## config.mk

```make
export PLATFORM = sky130hd
export DESIGN_NAME = fft_agu_param
export DESIGN_NICKNAME = d
export VERILOG_FILES = /design/src/rtl/fft_agu_param.sv
export SDC_FILE = /design/constraint.sdc
export NUM_CORES = 1
export LEC_CHECK = 0
export BUFFER_PORTS_ARGS = -buffer_cell sky130_fd_sc_hd__buf_4
export CAP_MARGIN = 0
export CORE_MARGIN = 10
export CORE_UTILIZATION = 55
export DETAILED_ROUTE_END_ITERATION = 8
export GPL_TIMING_DRIVEN = 0
export HOLD_SLACK_MARGIN = 0.08
export MAX_ROUTING_LAYER = met4
export PLACE_DENSITY = 0.79
export SLEW_MARGIN = 15
export SYNTH_ARGS = -nofsm -noshare
export SYNTH_HDL_FRONTEND = slang
export SYNTH_SLANG_ARGS = --single-unit
```

## constraint.sdc

```tcl
create_clock -name clk -period 2.7 [get_ports clk]
set_input_delay 0.675 -clock clk [delete_from_list [all_inputs] [get_ports clk]]
set_output_delay 0.675 -clock clk [all_outputs]
set_load 0.01 [all_outputs]
```

## src/rtl/fft_agu_param.sv

```systemverilog
`timescale 1ns/1ps
// fft_agu_param
// Address-generation unit for an in-place radix-2 FFT of N = 2^LOG2N points.
// It walks all LOG2N butterfly stages. For every butterfly j it issues a read
// pair (rotl(2j, stage), rotl(2j+1, stage)) and a twiddle-ROM address. The
// same read addresses come back out as write addresses BF_LATENCY cycles
// later. Between stages the unit drains, so the next stage's first read
// cannot overtake the previous stage's last write.
//
// Ports:
//   clk, rst_n        clock, synchronous active-low reset
//   start             begin a transform (sampled only while idle)
//   hold              suppress read issue this cycle (issue phase only)
//   busy, done        busy from the first issue cycle through the done pulse
//   stage             stage of the current read issue
//   rd_valid          rd_addr_a / rd_addr_b / twiddle_addr are valid
//   wr_en             rd_valid delayed by BF_LATENCY
//   wr_addr_a/b       rd_addr_a/b delayed by BF_LATENCY
module fft_agu_param #(
    parameter int LOG2N      = 5,
    parameter int BF_LATENCY = 4
) (
    input  logic                       clk,
    input  logic                       rst_n,
    input  logic                       start,
    input  logic                       hold,
    output logic                       busy,
    output logic                       done,
    output logic [$clog2(LOG2N)-1:0]   stage,
    output logic                       rd_valid,
    output logic [LOG2N-1:0]           rd_addr_a,
    output logic [LOG2N-1:0]           rd_addr_b,
    output logic [LOG2N-2:0]           twiddle_addr,
    output logic                       wr_en,
    output logic [LOG2N-1:0]           wr_addr_a,
    output logic [LOG2N-1:0]           wr_addr_b
);

    localparam int SW = $clog2(LOG2N);

    localparam logic [1:0] S_IDLE   = 2'd0;
    localparam logic [1:0] S_ISSUE  = 2'd1;
    localparam logic [1:0] S_DRAIN  = 2'd2;
    localparam logic [1:0] S_FINISH = 2'd3;

    localparam logic [LOG2N-2:0] J_LAST     = '1;
    localparam logic [SW-1:0]    STAGE_LAST = SW'(LOG2N - 1);
    localparam logic [3:0]       DRAIN_LAST = 4'(BF_LATENCY - 1);

    logic [1:0]       state;
    logic [LOG2N-2:0] j;
    logic [SW-1:0]    stage_q;
    logic [3:0]       drain_cnt;

    // Control FSM and counters.
    // NOTE: reset is synchronous, so it lives inside the clocked branch and
    // the sensitivity list holds the clock only; state uses <= throughout.
    always_ff @(posedge clk) begin
        if (!rst_n) begin
            state     <= S_IDLE;
            j         <= '0;
            stage_q   <= '0;
            drain_cnt <= '0;
        end else begin
            case (state)
                S_IDLE: begin
                    if (start) begin
                        state   <= S_ISSUE;
                        j       <= '0;
                        stage_q <= '0;
                    end
                end
                S_ISSUE: begin
                    if (!hold) begin
                        if (j == J_LAST) begin
                            state     <= S_DRAIN;
                            drain_cnt <= '0;
                        end else begin
                            j <= j + 1'b1;
                        end
                    end
                end
                S_DRAIN: begin
                    // hold is deliberately ignored here: the drain length
                    // must match the write pipeline depth exactly.
                    if (drain_cnt == DRAIN_LAST) begin
                        if (stage_q == STAGE_LAST) begin
                            state <= S_FINISH;
                        end else begin
                            stage_q <= stage_q + 1'b1;
                            j       <= '0;
                            state   <= S_ISSUE;
                        end
                    end else begin
                        drain_cnt <= drain_cnt + 1'b1;
                    end
                end
                S_FINISH: begin
                    state   <= S_IDLE;
                    stage_q <= '0;
                end
                default: state <= S_IDLE;
            endcase
        end
    end

    logic [LOG2N-1:0] idx_a, idx_b, rot_a, rot_b;
    logic [LOG2N-2:0] tw_mask;

    // Read-side address generation.
    // NOTE: every output of this block gets a value on every path, so no
    // latch can be inferred.
    always_comb begin
        rd_valid = (state == S_ISSUE) && !hold;
        idx_a    = {j, 1'b0};
        idx_b    = {j, 1'b1};
        // Circular left rotate by stage; a shift by LOG2N at stage 0 yields 0.
        rot_a    = (idx_a << stage_q) | (idx_a >> (LOG2N - int'(stage_q)));
        rot_b    = (idx_b << stage_q) | (idx_b >> (LOG2N - int'(stage_q)));
        // Top `stage` bits set: inverse of all-ones shifted right by stage.
        tw_mask  = ~({(LOG2N-1){1'b1}} >> stage_q);
        // Addresses are forced to 0 when not valid so idle outputs are clean.
        rd_addr_a    = rd_valid ? rot_a : '0;
        rd_addr_b    = rd_valid ? rot_b : '0;
        twiddle_addr = rd_valid ? (j & tw_mask) : '0;
    end

    assign busy  = (state != S_IDLE);
    assign done  = (state == S_FINISH);
    assign stage = stage_q;

    // Write replay pipeline: only the valid bits carry reset.
    logic [BF_LATENCY-1:0] vld_pipe;
    logic [LOG2N-1:0]      a_pipe [BF_LATENCY];
    logic [LOG2N-1:0]      b_pipe [BF_LATENCY];

    always_ff @(posedge clk) begin
        if (!rst_n) begin
            vld_pipe <= '0;
        end else begin
            vld_pipe[0] <= rd_valid;
            for (int i = 1; i < BF_LATENCY; i++) begin
                vld_pipe[i] <= vld_pipe[i-1];
            end
        end
    end

    // NOTE: the address stages are left unreset on purpose; they are only
    // observed when the matching valid bit is set, which reset does clear.
    always_ff @(posedge clk) begin
        a_pipe[0] <= rd_addr_a;
        b_pipe[0] <= rd_addr_b;
        for (int i = 1; i < BF_LATENCY; i++) begin
            a_pipe[i] <= a_pipe[i-1];
            b_pipe[i] <= b_pipe[i-1];
        end
    end

    assign wr_en     = vld_pipe[BF_LATENCY-1];
    assign wr_addr_a = wr_en ? a_pipe[BF_LATENCY-1] : '0;
    assign wr_addr_b = wr_en ? b_pipe[BF_LATENCY-1] : '0;

endmodule

```

== Yosys cells after proc, flatten, opt, wreduce, memory -nomap -nowiden ==
Memories as Yosys holds them, arrays and structs flattened.
Cells that the tools add are included.

* Register bits after elaboration: 17
* RAM bits: 40
* Bits of input ports: 4
* Output and inout port bits: 31
* Word-level logic and storage cells: 69
* Memories: 2

* $add $sub $neg: 4
* Equal/unequal tests: 13
* Shift-type cells: 5
* Muxes and demuxes: 25
* Bitwise operators: 4
* Reductions and logical operators: 11

{| class="wikitable"
|+ Memories
! name !! depth !! width !! read ports !! clocked after memory_dff !! wr ports !! RTL line !! source
|-
| a_pipe || 4 || 5 || 4 || 0 || 4 || 134 || <nowiki>logic [LOG2N-1:0] a_pipe [BF_LATENCY];</nowiki>
|-
| b_pipe || 4 || 5 || 4 || 0 || 4 || 135 || <nowiki>logic [LOG2N-1:0] b_pipe [BF_LATENCY];</nowiki>
|}

{| class="wikitable"
|+ Operator list
! kind !! number
|-
| 5-bit by 32-bit right shift with 5-bit output || 2
|-
| 4-bit two-way mux || 9
|-
| 5-bit two-way mux || 4
|-
| 2-bit != test (second input constant) || 7
|-
| 4-bit case mux with 3 select lines || 1
|-
| 4-bit AND reduction || 3
|-
| 2-bit two-way mux || 5
|-
| 5-bit OR || 2
|-
| 5-bit by 3-bit << shifter with 5-bit output || 2
|-
| 3-bit two-way mux || 3
|-
| 3-bit case mux with 3 select lines || 1
|-
| 4-bit by 1-bit adder with 4-bit output (second input constant) || 2
|-
| 2-bit case mux with 4 select lines || 1
|-
| 4-bit case mux with 2 select lines || 1
|-
| 6-bit AND reduction || 1
|-
| 3-bit nonzero test || 2
|-
| 4-bit bitwise AND || 1
|-
| 2-bit == test (second input constant) || 2
|-
| 4-bit by 2-bit == test with 1-bit output (second input constant) || 1
|-
| 4-bit == test (second input constant) || 1
|-
| 4-bit NOT || 1
|-
| 2-bit nonzero test || 2
|-
| 4-bit by 3-bit right shift with 4-bit output (first input constant) || 1
|-
| 3-bit by 3-bit subtractor with 4-bit output (first input constant) || 1
|-
| 6 further kinds || 6
|}

== Depth between registers and ports, before layout ==
* Depth after elaboration: 4
* Mapped depth: 8
* Mapped depth without buffers: 6

== Least setup slack after synthesis ==
OpenSTA, ideal clock, no wires.

* Kind: flip-flop to output port
* Start: reg stage_q[1], in the netlist stage[1]
* End: out rd_addr_a[3]
* Arrival: 2.041 ns
* Data required time: 2.025 ns
* Setup slack: -0.016 ns
* Cell stages (with the launch flop): 8
* Path buffers: 1
* Cell sequence: dfxtp_1 clkbuf_1 inv_1 ha_1 nor2b_1 a221oi_1 a211o_1 a21oi_1

* Cells in the longest elaborated chain, start to end: 4
* Elaborated cells on any way between the ends: 5
* Those cells by class: add/sub (1); shift (2); mux (1); bitwise (1)

{| class="wikitable"
|+ RTL lines
! element !! RTL line !! source
|-
| start: declaration || 52 || <nowiki>logic [SW-1:0] stage_q;</nowiki>
|-
| start signal: assignment || 90 || <nowiki>stage_q <= stage_q + 1'b1;</nowiki>
|-
| 3-bit by 3-bit subtractor with 4-bit output || 118 || <nowiki>rot_a = (idx_a << stage_q) | (idx_a >> (LOG2N - int'(stage_q)));</nowiki>
|-
| 5-bit by 32-bit right shift with 5-bit output || 118 ||
|-
| 5-bit OR (*) || 118 ||
|-
| 5-bit two-way mux (*) || 123 || <nowiki>rd_addr_a = rd_valid ? rot_a : '0;</nowiki>
|-
| end: declaration || 31 || <nowiki>output logic [LOG2N-1:0] rd_addr_a,</nowiki>
|}

Every way passes the cells marked *; elsewhere a longest branch is shown, timed or not.

== Worst setup path after layout ==
Same ends and word-level chain as after synthesis.

==> results.py <==
metrics = {
    "setup_path": {
        "startpoint_type": "flip-flop",
        "required_ns": 2.03,
        "crit_fanout": 3,
        "crit_type": "flip-flop to primary output",
        "cp.arrival_ns": 2.03,
        "reg2reg_from": "stage[1]",
        "endpoint_kind": "primary output",
        "critPathLaunch": "stage[1]",
    },
    "placement": {
        "gp_routability_congestion": 0.8768,
        "io_buffers": 33,
        "place_hpwl_um": 3154,
    },
    "sta": {
        "hold_ws_ns": 0.3182,
        "max_freq_ghz": 0.3697,
        "worst_slew_pin_slew_ns": 0.5429,
        "clock_skew_ns": 0.007299,
        "tns_ns": -0.007250,
        "maxSlewHeadroom_pct": 62.87,
        "rsz0062_at_grt": "yes",
        "slew_viol_final": 0,
        "post-route-period-util_pct": 100.2,
        "fin_ws_ns": -0.005037,
        "hold_viol_final": 0,
        "layout_min_cycle_time_ns": 2.705,
        "finalSetupViolCount": 2,
    },
    "power_and_ir_drop": {
        "intPower_mw": 1.668,
        "power.density_nw_per_um2": 815.7,
        "leakage_nw": 1.234,
        "ir_worst_vdd_v": 0.0006906,
        "p_switching_uw": 661.9,
        "swShare_pct": 28.41,
        "p_comb_share_pct": 22.5,
        "power_mw": 2.330,
        "p_clk_share_pct": 37.1,
        "pwr-share-seq_pct": 40.4,
    },
    "synthesis": {
        "synth_area_um2": 2178,
        "synth_common_cells": "57 x dfxtp_1, 19 x nand2_1, 14 x and2_1",
        "synth_top_family_by_area": "simple AND/OR/NAND/NOR gates",
        "ys_ff_latch": 57,
        "syn_avg_cell_area_um2": 10.32,
        "synth-simple-area-share_pct": 16.66,
        "synth-edff-count": 0,
        "synth_fa_ha_area_share_pct": 6.893,
        "ys.flop_type": "dfxtp_1",
        "ys_types": 48,
        "synth_mux_area_share_pct": 3.963,
        "synth_seq_area_share_pct": 52.38,
        "synthArstFlopShare_pct": 0,
        "synthDominantCellAreaShare_pct": 52.38,
        "yosys_warnings": 0,
        "synth-compound-area-share_pct": 14.99,
        "synth_area_leaders": "dfxtp_1 52%, ha_1 6.9%, and2_1 4.0%",
        "yosys.area.top_type": "dfxtp_1",
        "syn-num-nets": 227,
        "syn_inst": 211,
        "yosysMostFrequentCell": "dfxtp_1",
        "synthXorXnorAreaFrac_pct": 0.4021,
    },
    "drt": {
        "first_pass_iters": 4,
        "vias_per_cell": 5.470,
        "drcViolationCount": 0,
        "wl_per_cell_um": 15.53,
        "ant_nets": 0,
        "drt_iter0_markers": 172,
        "num_vias": 1723,
        "totalWireLength_um": 4892,
    },
    "cells_and_area": {
        "drive_gt1_share_pct": 32.96,
        "diodes": 0,
        "nets": 278,
        "nFillCells": 250,
        "area_delta_synth_final_pct": 31.13,
    },
    "grt": {
        "grt_overflow": 0,
        "grt_pass1_vias": 1707,
        "grt_max_degree": 14,
        "grt_pass1_wl_um": 8190,
        "antenna_found_initial": 0,
        "gr-usage-all-layers_pct": 14.91,
    },
    "die": {
        "die_w_um": 82.94,
        "rows": 22,
        "die_h_um": 82.94,
        "dieArea_um2": 6878,
        "core_area_um2": 3744,
        "io_pins": 35,
        "initial_core_util_pct": 58.19,
    },
    "clocking": {
        "cts_tree": "yes",
        "clockBufferDepth": 2,
        "clock_latency_ns": 0.34,
        "cts_sinks": 57,
        "htreeDepth": 3,
        "clk_pin_slew_ns": 0.07,
        "postCtsHoldBufs": 0,
        "cts_root_buf": "clkbuf_8",
        "numCtsBuffers": 9,
    },
    "outcome": {
        "violations": "negative setup slack",
        "status": "finished with violations",
    },
    "run": {
        "drv_cap": 0,
    },
    "worst_hold_path": {
        "hold_class": "flip-flop to flip-flop",
        "min_from": "b_pipe[1][3]",
    },
}
flip-flops by register name, summed over array words and instances, names as in the netlist:
register,cells
state,2
stage,3
drain_cnt,4
j,4
b_pipe,20
a_pipe,20
vld_pipe,4
layout make-up:
class                      instances  area [µm²]  share of cell area (%)
buffer                            10       71.32                   2.497
multi-input combinational        131       993.5                   34.78
clock buffer                      11       141.4                   4.950
timing repair buffer              41       307.8                   10.78
clock inverter                     5       78.83                   2.760
sequential                        57        1150                   40.25
tap                               48       60.06                   2.102
inverter                          12       53.80                   1.883
power groups by stage:
stage	Combinational, mW	Sequential (mW)	Clock (mW)
final	0.523	0.942	0.865
after global routing	0.582	0.948	0.923
after detailed placement	0.487	0.958	0
after global placement	0.478	0.955	0
after floorplan	0.363	0.948	0
after CTS	0.498	0.939	0.873
metal layers:
| metal | GRT usage, % | part of all wire [%] | up-vias |
|---|---|---|---|
| li1 | - | - | 838 |
| met1 | 15.09 | 42 | 803 |
| met2 | 24.09 | 49 | 63 |
| met3 | 7.129 | 6.3 | 19 |
| met4 | 6.462 | 2.7 | 0 |
| met5 | - | 0 | - |
stage by stage:
step / area (µm²) / setup WS (ns) / util (%) / instances
finish: 2856 / -0.005037 / 76.30 / 315
global route: 2856 / -0.1113 / 76.30 / 315
CTS: 2805 / -0.04516 / 74.93 / 312
detailed placement: 2487 / -0.2691 / 66.44 / 292
global placement: 2487 / -0.2109 / 66.44 / 292
floorplan: 2180 / 0.09156 / - / 211
repair_timing:
action                     CTS  global route
setup buffers                5             3
resized for setup           18            11
setup endpoints to repair   14            11
pin swaps                    5             5
worst max-delay path, stage by stage (launching register included):
cell	delay, ns
dfxtp_4	0.36
buf_8	0.10
clkinvlp_4	0.11
ha_4	0.29
nor2b_4	0.19
nand2_1	0.07
a211o_1	0.30
a21oi_2	0.16
buf_4	0.14
cell usage in the layout, fill, tap and decap left out, drive strengths merged, types with 3 or more instances in the layout:
| master | instances |
|---|---|
| a21oi | 13 |
| inv | 10 |
| a211oi | 3 |
| or3 | 3 |
| o22ai | 3 |
| clkinv | 4 |
| nand2 | 19 |
| dfxtp | 57 |
| o21ai | 6 |
| nor2 | 10 |
| and2 | 14 |
| ha | 12 |
| buf | 45 |
| nor2b | 4 |
| mux2i | 3 |
| clkbuf | 17 |
| nand3 | 5 |
logic make-up after synthesis:
| kind of cell | count (synthesis) |
|---|---|
| muxes | 6 |
| adders and majority gates | 12 |
| DFF | 57 |
| xor gates and xnor gates | 1 |
| AOI/OAI and AO/OA | 45 |
| and+or+nand+nor | 67 |
| buffers and inverters | 23 |
path summary, 6_finish.rpt:
path | endpoint | slack (ns) | cells past startpoint
worst max-delay path | rd_addr_a[3] | -0.005 | 8
worst min-delay path | b_pipe[2][3] | 0.32 | 0
worst max register to register | j[0] | 0.61 | 10
worst min register to register | b_pipe[2][3] | 0.32 | 0
(Power assumes the default switching activity.)
